`src/rtl/huff_pkg.sv`:
```
// huff_pkg -- definitions shared by the Huffman decoder feed controller.
//
// Contents:
//   huff_state_t  : controller FSM states
//   HUFF_CHUNK_W  : default decoder chunk width (bits per transfer)
//   LEN_W         : width of the chunk-length field (values 1..4)
//   SYM_W         : width of the per-frame decoded-symbol counter
//   BITS_W        : width of the frame bit-count / remaining-bit counter
//   sat_inc()     : saturating increment used for the symbol counter
package huff_pkg;

    typedef enum logic [2:0] {
        ST_IDLE  = 3'd0,
        ST_FETCH = 3'd1,
        ST_SEND  = 3'd2,
        ST_DRAIN = 3'd3,
        ST_DONE  = 3'd4,
        ST_ERR   = 3'd5
    } huff_state_t;

    localparam int HUFF_CHUNK_W = 4;
    localparam int LEN_W        = 3;
    localparam int SYM_W        = 8;
    localparam int BITS_W       = 16;

    // Counter sticks at all-ones instead of wrapping.
    function automatic logic [SYM_W-1:0] sat_inc(input logic [SYM_W-1:0] v);
        return (&v) ? v : v + 1'b1;
    endfunction

endpackage

```
`src/rtl/huff_chunk_slicer.sv`:
```
// huff_chunk_slicer -- holds one input word and presents it to the decoder
// CHUNK_W bits at a time, MSB first.
//
// Ports:
//   clk, reset : clock, asynchronous active-high reset (clears word and index)
//   load_i     : capture word_i, restart at chunk 0
//   word_i     : incoming encoded word
//   adv_i      : current chunk consumed, move to the next one
//   rem_i      : bits still owed to the decoder for this frame
//   chunk_o    : current chunk, MSB first, bits beyond rem_i forced to 0
//   len_o      : valid bits in chunk_o = min(CHUNK_W, rem_i)
//   last_o     : current chunk is the final chunk of the word
module huff_chunk_slicer
    import huff_pkg::*;
#(
    parameter int WORD_W  = 16,
    parameter int CHUNK_W = HUFF_CHUNK_W
) (
    input  logic               clk,
    input  logic               reset,
    input  logic               load_i,
    input  logic [WORD_W-1:0]  word_i,
    input  logic               adv_i,
    input  logic [BITS_W-1:0]  rem_i,
    output logic [CHUNK_W-1:0] chunk_o,
    output logic [LEN_W-1:0]   len_o,
    output logic               last_o
);

    localparam int NCHUNK = WORD_W / CHUNK_W;
    localparam int IDX_W  = (NCHUNK > 1) ? $clog2(NCHUNK) : 1;

    logic [WORD_W-1:0] word_q, word_d;
    logic [IDX_W-1:0]  idx_q, idx_d;

    // The word is shifted left on each advance so the current chunk always
    // sits in the top CHUNK_W bits.
    always_comb begin
        word_d = word_q;
        idx_d  = idx_q;
        if (load_i) begin
            word_d = word_i;
            idx_d  = '0;
        end else if (adv_i) begin
            word_d = word_q << CHUNK_W;
            idx_d  = idx_q + 1'b1;
        end
    end

    always_ff @(posedge clk or posedge reset) begin
        if (reset) begin
            word_q <= '0;
            idx_q  <= '0;
        end else begin
            word_q <= word_d;
            idx_q  <= idx_d;
        end
    end

    assign last_o = (idx_q == IDX_W'(NCHUNK - 1));

    always_comb begin
        len_o = (rem_i >= BITS_W'(CHUNK_W)) ? LEN_W'(CHUNK_W) : rem_i[LEN_W-1:0];
        // Keep only the top len_o bits so a short final chunk is zero-padded.
        for (int i = 0; i < CHUNK_W; i++) begin
            chunk_o[CHUNK_W-1-i] = word_q[WORD_W-1-i] & (LEN_W'(i) < len_o);
        end
    end

endmodule

```
`src/rtl/huff_feed_ctrl.sv`:
```
// huff_feed_ctrl -- feeds an encoded bit stream, word by word, into a
// Huffman decoder as CHUNK_W-bit chunks and tracks frame completion.
//
// Ports:
//   clk, reset    : clock, asynchronous active-high reset
//   frame_start   : start-of-frame pulse (honoured in IDLE, DONE, ERR)
//   frame_bits    : total encoded bits in the frame
//   frame_syms    : decoded symbols expected for the frame
//   s_word_valid/s_word/s_word_ready : encoded word input handshake
//   dec_svalid/dec_in_bits/dec_in_len/dec_aready : chunk output handshake;
//                   dec_svalid is a one-cycle-gap pulse train
//   dec_tvalid    : decoder produced a symbol
//   busy          : frame in progress (FETCH/SEND/DRAIN)
//   done          : frame complete, held until next frame_start or reset
//   err_timeout   : decoder went quiet for TIMEOUT cycles while draining
//   sym_count     : symbols decoded this frame, saturating
//
// Build option: define HUFF_FEED_TIMEOUT_EN to include the drain watchdog.
// Without it err_timeout is tied low and DRAIN waits indefinitely.
module huff_feed_ctrl
    import huff_pkg::*;
#(
    parameter int WORD_W  = 16,
    parameter int CHUNK_W = HUFF_CHUNK_W,
    parameter int TIMEOUT = 64
) (
    input  logic               clk,
    input  logic               reset,
    input  logic               frame_start,
    input  logic [BITS_W-1:0]  frame_bits,
    input  logic [SYM_W-1:0]   frame_syms,
    input  logic               s_word_valid,
    input  logic [WORD_W-1:0]  s_word,
    output logic               s_word_ready,
    output logic               dec_svalid,
    output logic [CHUNK_W-1:0] dec_in_bits,
    output logic [LEN_W-1:0]   dec_in_len,
    input  logic               dec_aready,
    input  logic               dec_tvalid,
    output logic               busy,
    output logic               done,
    output logic               err_timeout,
    output logic [SYM_W-1:0]   sym_count
);

    huff_state_t       state_q;
    logic [BITS_W-1:0] rem_q;
    logic [SYM_W-1:0]  syms_q;
    logic [SYM_W-1:0]  sym_q;
    logic              ready_q;
    logic              svalid_q;
    logic              busy_q;
    logic              done_q;
    logic              word_last;
    logic              load;
    logic              xfer;

`ifdef HUFF_FEED_TIMEOUT_EN
    localparam int TMO_W = $clog2(TIMEOUT + 1);
    logic [TMO_W-1:0] tmo_q;
    logic             err_q;
`else
    // TIMEOUT only matters when the drain watchdog is compiled in.
    logic unused_timeout;
    assign unused_timeout = (TIMEOUT > 0);
`endif

    assign load = (state_q == ST_FETCH) && s_word_valid;
    assign xfer = (state_q == ST_SEND) && svalid_q && dec_aready;

    huff_chunk_slicer #(
        .WORD_W  (WORD_W),
        .CHUNK_W (CHUNK_W)
    ) u_slicer (
        .clk     (clk),
        .reset   (reset),
        .load_i  (load),
        .word_i  (s_word),
        .adv_i   (xfer),
        .rem_i   (rem_q),
        .chunk_o (dec_in_bits),
        .len_o   (dec_in_len),
        .last_o  (word_last)
    );

    always_ff @(posedge clk or posedge reset) begin
        if (reset) begin
            state_q  <= ST_IDLE;
            rem_q    <= '0;
            syms_q   <= '0;
            sym_q    <= '0;
            ready_q  <= 1'b0;
            svalid_q <= 1'b0;
            busy_q   <= 1'b0;
            done_q   <= 1'b0;
`ifdef HUFF_FEED_TIMEOUT_EN
            tmo_q    <= '0;
            err_q    <= 1'b0;
`endif
        end else begin
            if (dec_tvalid && (state_q != ST_IDLE)) begin
                sym_q <= sat_inc(sym_q);
            end
`ifdef HUFF_FEED_TIMEOUT_EN
            // Quiet-cycle counter only runs while draining.
            if ((state_q == ST_DRAIN) && !dec_tvalid) begin
                tmo_q <= tmo_q + 1'b1;
            end else begin
                tmo_q <= '0;
            end
`endif
            case (state_q)
                ST_IDLE, ST_DONE, ST_ERR: begin
                    if (frame_start) begin
                        rem_q  <= frame_bits;
                        syms_q <= frame_syms;
                        sym_q  <= '0;
`ifdef HUFF_FEED_TIMEOUT_EN
                        err_q  <= 1'b0;
`endif
                        if (frame_bits == '0) begin
                            state_q <= ST_DONE;
                            done_q  <= 1'b1;
                            busy_q  <= 1'b0;
                        end else begin
                            state_q <= ST_FETCH;
                            done_q  <= 1'b0;
                            busy_q  <= 1'b1;
                            ready_q <= 1'b1;
                        end
                    end
                end
                ST_FETCH: begin
                    if (s_word_valid) begin
                        ready_q  <= 1'b0;
                        svalid_q <= 1'b1;
                        state_q  <= ST_SEND;
                    end
                end
                ST_SEND: begin
                    if (!svalid_q) begin
                        // Gap cycle after a transfer is over; offer next chunk.
                        svalid_q <= 1'b1;
                    end else if (dec_aready) begin
                        svalid_q <= 1'b0;
                        rem_q    <= rem_q - BITS_W'(dec_in_len);
                        if (rem_q == BITS_W'(dec_in_len)) begin
                            state_q <= ST_DRAIN;
                        end else if (word_last) begin
                            state_q <= ST_FETCH;
                            ready_q <= 1'b1;
                        end
                    end
                end
                ST_DRAIN: begin
                    if (sym_q >= syms_q) begin
                        state_q <= ST_DONE;
                        busy_q  <= 1'b0;
                        done_q  <= 1'b1;
                    end
`ifdef HUFF_FEED_TIMEOUT_EN
                    else if (!dec_tvalid && (tmo_q == TMO_W'(TIMEOUT - 1))) begin
                        state_q <= ST_ERR;
                        busy_q  <= 1'b0;
                        err_q   <= 1'b1;
                    end
`endif
                end
                default: begin
                    state_q <= ST_IDLE;
                end
            endcase
        end
    end

    assign s_word_ready = ready_q;
    assign dec_svalid   = svalid_q;
    assign busy         = busy_q;
    assign done         = done_q;
    assign sym_count    = sym_q;
`ifdef HUFF_FEED_TIMEOUT_EN
    assign err_timeout  = err_q;
`else
    assign err_timeout  = 1'b0;
`endif

endmodule

```
`config.mk`:
```
export PLATFORM = sky130hd
export DESIGN_NAME = huff_feed_ctrl
export DESIGN_NICKNAME = d
export VERILOG_FILES = /design/src/rtl/huff_pkg.sv /design/src/rtl/huff_chunk_slicer.sv /design/src/rtl/huff_feed_ctrl.sv
export SDC_FILE = /design/constraint.sdc
export NUM_CORES = 1
export LEC_CHECK = 0
export CAP_MARGIN = 40
export CORE_UTILIZATION = 40
export DETAILED_ROUTE_END_ITERATION = 7
export GPL_TIMING_DRIVEN = 1
export PLACE_DENSITY = 0.78
export SKIP_LAST_GASP = 1
export SLEW_MARGIN = 20
export SYNTH_ARGS = -nofsm -noshare
export SYNTH_HDL_FRONTEND = slang
export SYNTH_SLANG_ARGS = --single-unit
```
`constraint.sdc`:
```
create_clock -name clk -period 2.58 [get_ports clk]
set_clock_uncertainty 0.2 [all_clocks]
set_input_delay 0.516 -clock clk [delete_from_list [all_inputs] [get_ports clk]]
set_output_delay 0.516 -clock clk [all_outputs]
set_load 0.03 [all_outputs]
```
[Word level (Yosys, flattened, before mapping)]
Cells that the tools add are included.
Word-level totals
  output and inout bits: 20
  register bits: 57
  bits of input ports: 46
  word-level logic and storage cells: 101
Operators by class
  order comparisons: 6
  bitwise gates (word level): 4
  multiplexer cells: 42
  $add $sub $neg: 3
  reduce and logical (&&, ||, !) cells: 20
  equality and inequality tests: 16
Operators with widths (number)
  2-to-1 mux 16 bit: 5
  2-to-1 mux 8 bit: 4
  one-hot mux 16 bit (2 select lines): 1
  2-to-1 mux 3 bit: 9
  == test 16 x 3 -> 1 bit: 1
  >= comparator 16 x 3 -> 1 bit, second input constant: 1
  logical NOT 16 bit: 1
  2-to-1 mux 1 bit: 16
  AND reduction 8 bit: 2
  subtractor 16 x 3 -> 16 bit: 1
  inequality test 2 bit, second input constant: 7
  one-hot mux 3 bit (4 select lines): 1
  adder 8 x 1 -> 8 bit, second input constant: 1
  >= comparator 8 bit: 1
  nonzero test 2 bit: 4
  == test 3 x 2 -> 1 bit, second input constant: 2
  == test 3 bit, second input constant: 2
  less-than comparator 1 x 3 -> 1 bit, first input constant: 2
  less-than comparator 2 x 3 -> 1 bit, first input constant: 2
  one-hot mux 1 bit (2 select lines): 3
  AND reduction 6 bit: 1
  nonzero test 3 bit: 2
  bitwise AND 1 bit: 4
  logical AND 1 bit: 4
  12 further kinds: 14

[Logic depth before layout (Yosys ltp)]
  depth after elaboration: 7
  depth in mapped cells: 12
  gate-level depth less buffers: 11

[Hierarchy]
From an unflattened synthesis, not the netlist that was laid out.
Second synthesis, totals
  cells, all modules: 376
  area, all modules: 3389.5 um^2
By module, submodules not included
  huff_feed_ctrl: times used 1, seq. area each 975.9 um^2, cells each 285, area each 2481.1 um^2
  huff_chunk_slicer: times used 1, seq. area each 450.4 um^2, cells each 91, area each 908.4 um^2

[Least setup slack after synthesis]
Ideal clock, no wire load.
  path type: flip-flop to output port
  from: reg rem_q[4]
  to: out dec_in_bits[3]
  slack: -434 ps
  path buffers: 1
  arrival time: 2298 ps
  data required time: 1864 ps
  cell stages (with the launch flop): 7
  cells stage by stage: dfrtp_1 or4_4 or3_1 buf_6 nor3_4 inv_1 o31a_1
On the way
  word-level cells in the longest chain between the ends: 4
Ends and longest elaborated chain
  start, declared: line huff_feed_ctrl.sv:47  | logic [BITS_W-1:0] rem_q;
  start signal, assigned: line huff_feed_ctrl.sv:115  | rem_q <= frame_bits;
  start signal, assigned: line huff_feed_ctrl.sv:146  | rem_q <= rem_q - BITS_W'(dec_in_len);
  >= comparator 16 x 3 -> 1 bit: line huff_chunk_slicer.sv:63  | len_o = (rem_i >= BITS_W'(CHUNK_W)) ? LEN_W'(CHUNK_W) : rem_i[LEN_W-1:0];
  2-to-1 mux 3 bit: line huff_chunk_slicer.sv:63
  named net dec_in_len[2]: line huff_feed_ctrl.sv:37  | output logic [LEN_W-1:0] dec_in_len,
  less-than comparator 1 x 3 -> 1 bit: line huff_chunk_slicer.sv:66  | chunk_o[CHUNK_W-1-i] = word_q[WORD_W-1-i] & (LEN_W'(i) < len_o);
  bitwise AND 1 bit: line huff_chunk_slicer.sv:66
  end, declared: line huff_feed_ctrl.sv:36  | output logic [CHUNK_W-1:0] dec_in_bits,
The timed path passes the listed nets, and every way through them passes these cells.

[Worst setup path after layout]
  from: reg rem_q[7]
  to: out dec_in_bits[3]
On the way
  word-level cells in the longest chain between the ends: 4
Ends and longest elaborated chain (line)
  >= comparator 16 x 3 -> 1 bit: huff_chunk_slicer.sv:63
  2-to-1 mux 3 bit: huff_chunk_slicer.sv:63
  less-than comparator 1 x 3 -> 1 bit: huff_chunk_slicer.sv:66
  bitwise AND 1 bit: huff_chunk_slicer.sv:66
No other way between the ends.

==> out/metrics.yaml <==
effective_utilization_at_floorplan_pct: 41.8
fin_ws_ns: -0.390
total_power_draw_mw: 4.84
floorplan.rows: 32
cell_count_after_synthesis: 371
relative_slew_margins_pct: 52.8
synth_commonest_cells: "sky130_fd_sc_hd__nand2_1 (62), sky130_fd_sc_hd__dfrtp_1 (57), sky130_fd_sc_hd__nor2_1 (28), sky130_fd_sc_hd__o21ai_0 (28), sky130_fd_sc_hd__a21oi_1 (17)"
final.period_utilization_pct: 115
drc: 0
hpwlAfterDp_um: 6260
die_h_um: 92.1
violations: "negative setup slack"
worstPathMaxFanout: 4
timing.critical_path.required_ns: 1.86
route.top_layer_used: "met4"
global_route.overflow_total: 0
synthesis.area_per_instance_um2: 8.75
synth_area_um2: 3250
worstSetupStartpointType: "flop"
vias_in_the_first_global_route: 2942
placeableCoreArea_um2: 7770
final_util_pct: 57.8
post-place-ws_ns: -0.578
critical_path.endpoint_type: "output port"
numPortBuffers: 64
status: "finished, violations left"
drv_slew: 0
yosysTopAreaCellShare_pct: 43.9
wl_met1_um: 3730
top_level_ports: 66
detailed_place.area_um2: 4220
post_drt_wl_per_cell_um: 15.0
met2WireLength_um: 4170
route.antenna.remaining_nets: 0
worstMarginPinSlew_ns: 0.706
finalHoldViolCount: 0
min_period_ns: 2.97
clock_tree.buffer_depth: 2
synth_area_leaders: "sky130_fd_sc_hd__dfrtp_1 (44%), sky130_fd_sc_hd__nand2_1 (7.2%), sky130_fd_sc_hd__o21ai_0 (4.3%)"
routabilityCongestion: 0.885
wl_um: 8530
die_w_um: 92.1
slowest_stage: "sky130_fd_sc_hd__or4_4"
vdd_drop_max_mv: 0.392
total_routing_resource_utilization_after_global_routing_pct: 20.2
synth-main-ff-cell: "sky130_fd_sc_hd__dfrtp_1"
met3_wirelength_um: 477
cellPowerDensity_nw_per_um2: 1080
synth_top_cell_by_area: "sky130_fd_sc_hd__dfrtp_1"
hold_path.class: "input pin to async pin"
initial_antenna_violation_count: 0
drive_above_1_share_pct: 17.9
leakagePower_nw: 1.96
initialDrtViolationCount: 185
criticalPathCategory: "flop to output port"
fin_tns_setup_ns: -2.28
drt-vias-per-instance: 5.49
cts_buffers: 9
antenna-diode-count: 0
cts_tree: "yes"
final_cell_area_um2: 4490
worstPathArrival_ns: 2.25
clk_pin_slew_ns: 0.07
fp.dieArea_um2: 8480
ys_seq_area_share_pct: 43.9
synth_edf_count: 0
cpPeakStageDelay_ns: 0.54
final_report_setup_violation_count: 7
grt_first_pass_wirelength_um: 13600
postSynthRegisterBits: 57
htree_num_levels: 3
clock_latency_ns: 0.33
drt_pass1_iterations: 4
cp_cell_sequence: "or4_4, or3_4, nor3_4, inv_4, o31a_1, buf_6"
timing.fmax_mhz: 337
syn_to_final_growth_pct: 38.3
largest_net_degree_at_the_start_of_global_routing: 37
clock_tree.root_cell: "sky130_fd_sc_hd__clkbuf_8"
rsz0062_at_grt: "true"
ys.warnings.count: 0
dr_total_vias: 3130
async_flop_share_pct: 100
yosysUniqueCellTypes: 57
cap_viol_max_count: 0
cts_sinks: 57
layout.nets: 520
cell_with_the_most_instances_after_synthesis: "sky130_fd_sc_hd__nand2_1"
worst max-delay path, delay by kind of cell, from the launching register on:
family,cells,cell delay [ns]
buffers and inverters,2,0.20
DFF,1,0.38
AOI/OAI and AO/OA,1,0.25
and+or+nand+nor,3,1.11
power by group:
| group | switching (mW) | total, mW | internal, mW |
|---|---|---|---|
| Combinational | 1.36 | 2.46 | 1.10 |
| Sequential | 0.258 | 1.54 | 1.28 |
| Clock | 0.346 | 0.841 | 0.495 |
timing repair:
item                                    CTS  global route
hold buffers                              0             0
setup buffers                             1             2
pin swaps                                 4             4
resized for setup                        36            11
endpoints found under the setup margin    7            12
endpoints found under the hold margin     0             0
final cells by class:
| type | instances | area, um2 |
|---|---|---|
| fillers | 696 | 3280 |
| multi-input cells | 279 | 1720 |
| flip-flops and latches | 57 | 1430 |
| repair buffers | 100 | 945 |
| clock buffers | 11 | 151 |
| well taps | 102 | 128 |
| inverters | 16 | 62.6 |
| clock inverters | 5 | 53.8 |
logic make-up after synthesis:
group           share of synthesized area (%)
simple gates                             23.8
compound gates                           20.1
flops                                    43.9
buf+inv                                  4.51
fa+ha+maj                                4.24
mux                                      1.89
xor+xnor                                 1.35
other cells                             0.116
final timing paths:
| kind | slack [ns] | end | startpoint | depth (start not counted) |
|---|---|---|---|---|
| worst max-delay path | -0.39 | dec_in_bits[3] | rem_q[7] | 6 |
| worst min-delay path | 0.24 | sym_count[5] | reset | 2 |
| worst max register to register | 0.06 | rem_q[13] | rem_q[7] | 6 |
| worst min register to register | 0.27 | u_slicer.word_q[13] | u_slicer.word_q[13] | 2 |
| max in group asynchronous | 1.46 | state_q[0] | reset | 3 |
| min in group clk | 0.27 | u_slicer.word_q[13] | u_slicer.word_q[13] | 2 |
per-stage QoR:
step	hold slack, ns	std cells
finish	0.238	570
global route	0.290	570
CTS	0.240	568
detailed placement	0.258	551
global placement	0.260	551
floorplan	0.238	372
flip-flops by register name, indices dropped and copies added (netlist names):
| name | count |
|---|---|
| busy | 1 |
| dec_svalid | 1 |
| done | 1 |
| rem_q | 16 |
| s_word_ready | 1 |
| state_q | 3 |
| sym_count | 8 |
| syms_q | 8 |
| u_slicer.idx_q | 2 |
| u_slicer.word_q | 16 |
placed cells by master (no fill, tap or decap), types with 5 or more instances in the layout:
master,n
sky130_fd_sc_hd__nor4_1,12
sky130_fd_sc_hd__clkdlybuf4s50_1,57
sky130_fd_sc_hd__buf_4,34
sky130_fd_sc_hd__nor3_1,8
sky130_fd_sc_hd__nor2_1,28
sky130_fd_sc_hd__buf_6,7
sky130_fd_sc_hd__inv_1,14
sky130_fd_sc_hd__a22oi_1,10
sky130_fd_sc_hd__or3_1,5
sky130_fd_sc_hd__mux2i_1,5
sky130_fd_sc_hd__nand4_1,6
sky130_fd_sc_hd__ha_1,11
sky130_fd_sc_hd__a21oi_1,16
sky130_fd_sc_hd__dfrtp_1,57
sky130_fd_sc_hd__o21ai_0,28
sky130_fd_sc_hd__a2bb2oi_1,5
sky130_fd_sc_hd__clkbuf_8,11
sky130_fd_sc_hd__nand2_1,62
per-layer routing:
| layer | up-vias | GRT usage (%) |
|---|---|---|
| met4 | 0 | 7.68 |
| li1 | 1527 | - |
| met3 | 15 | 3.32 |
| met5 | - | 0 |
| met1 | 1506 | 26.0 |
| met2 | 82 | 34.0 |
(Power assumes the default switching activity.)
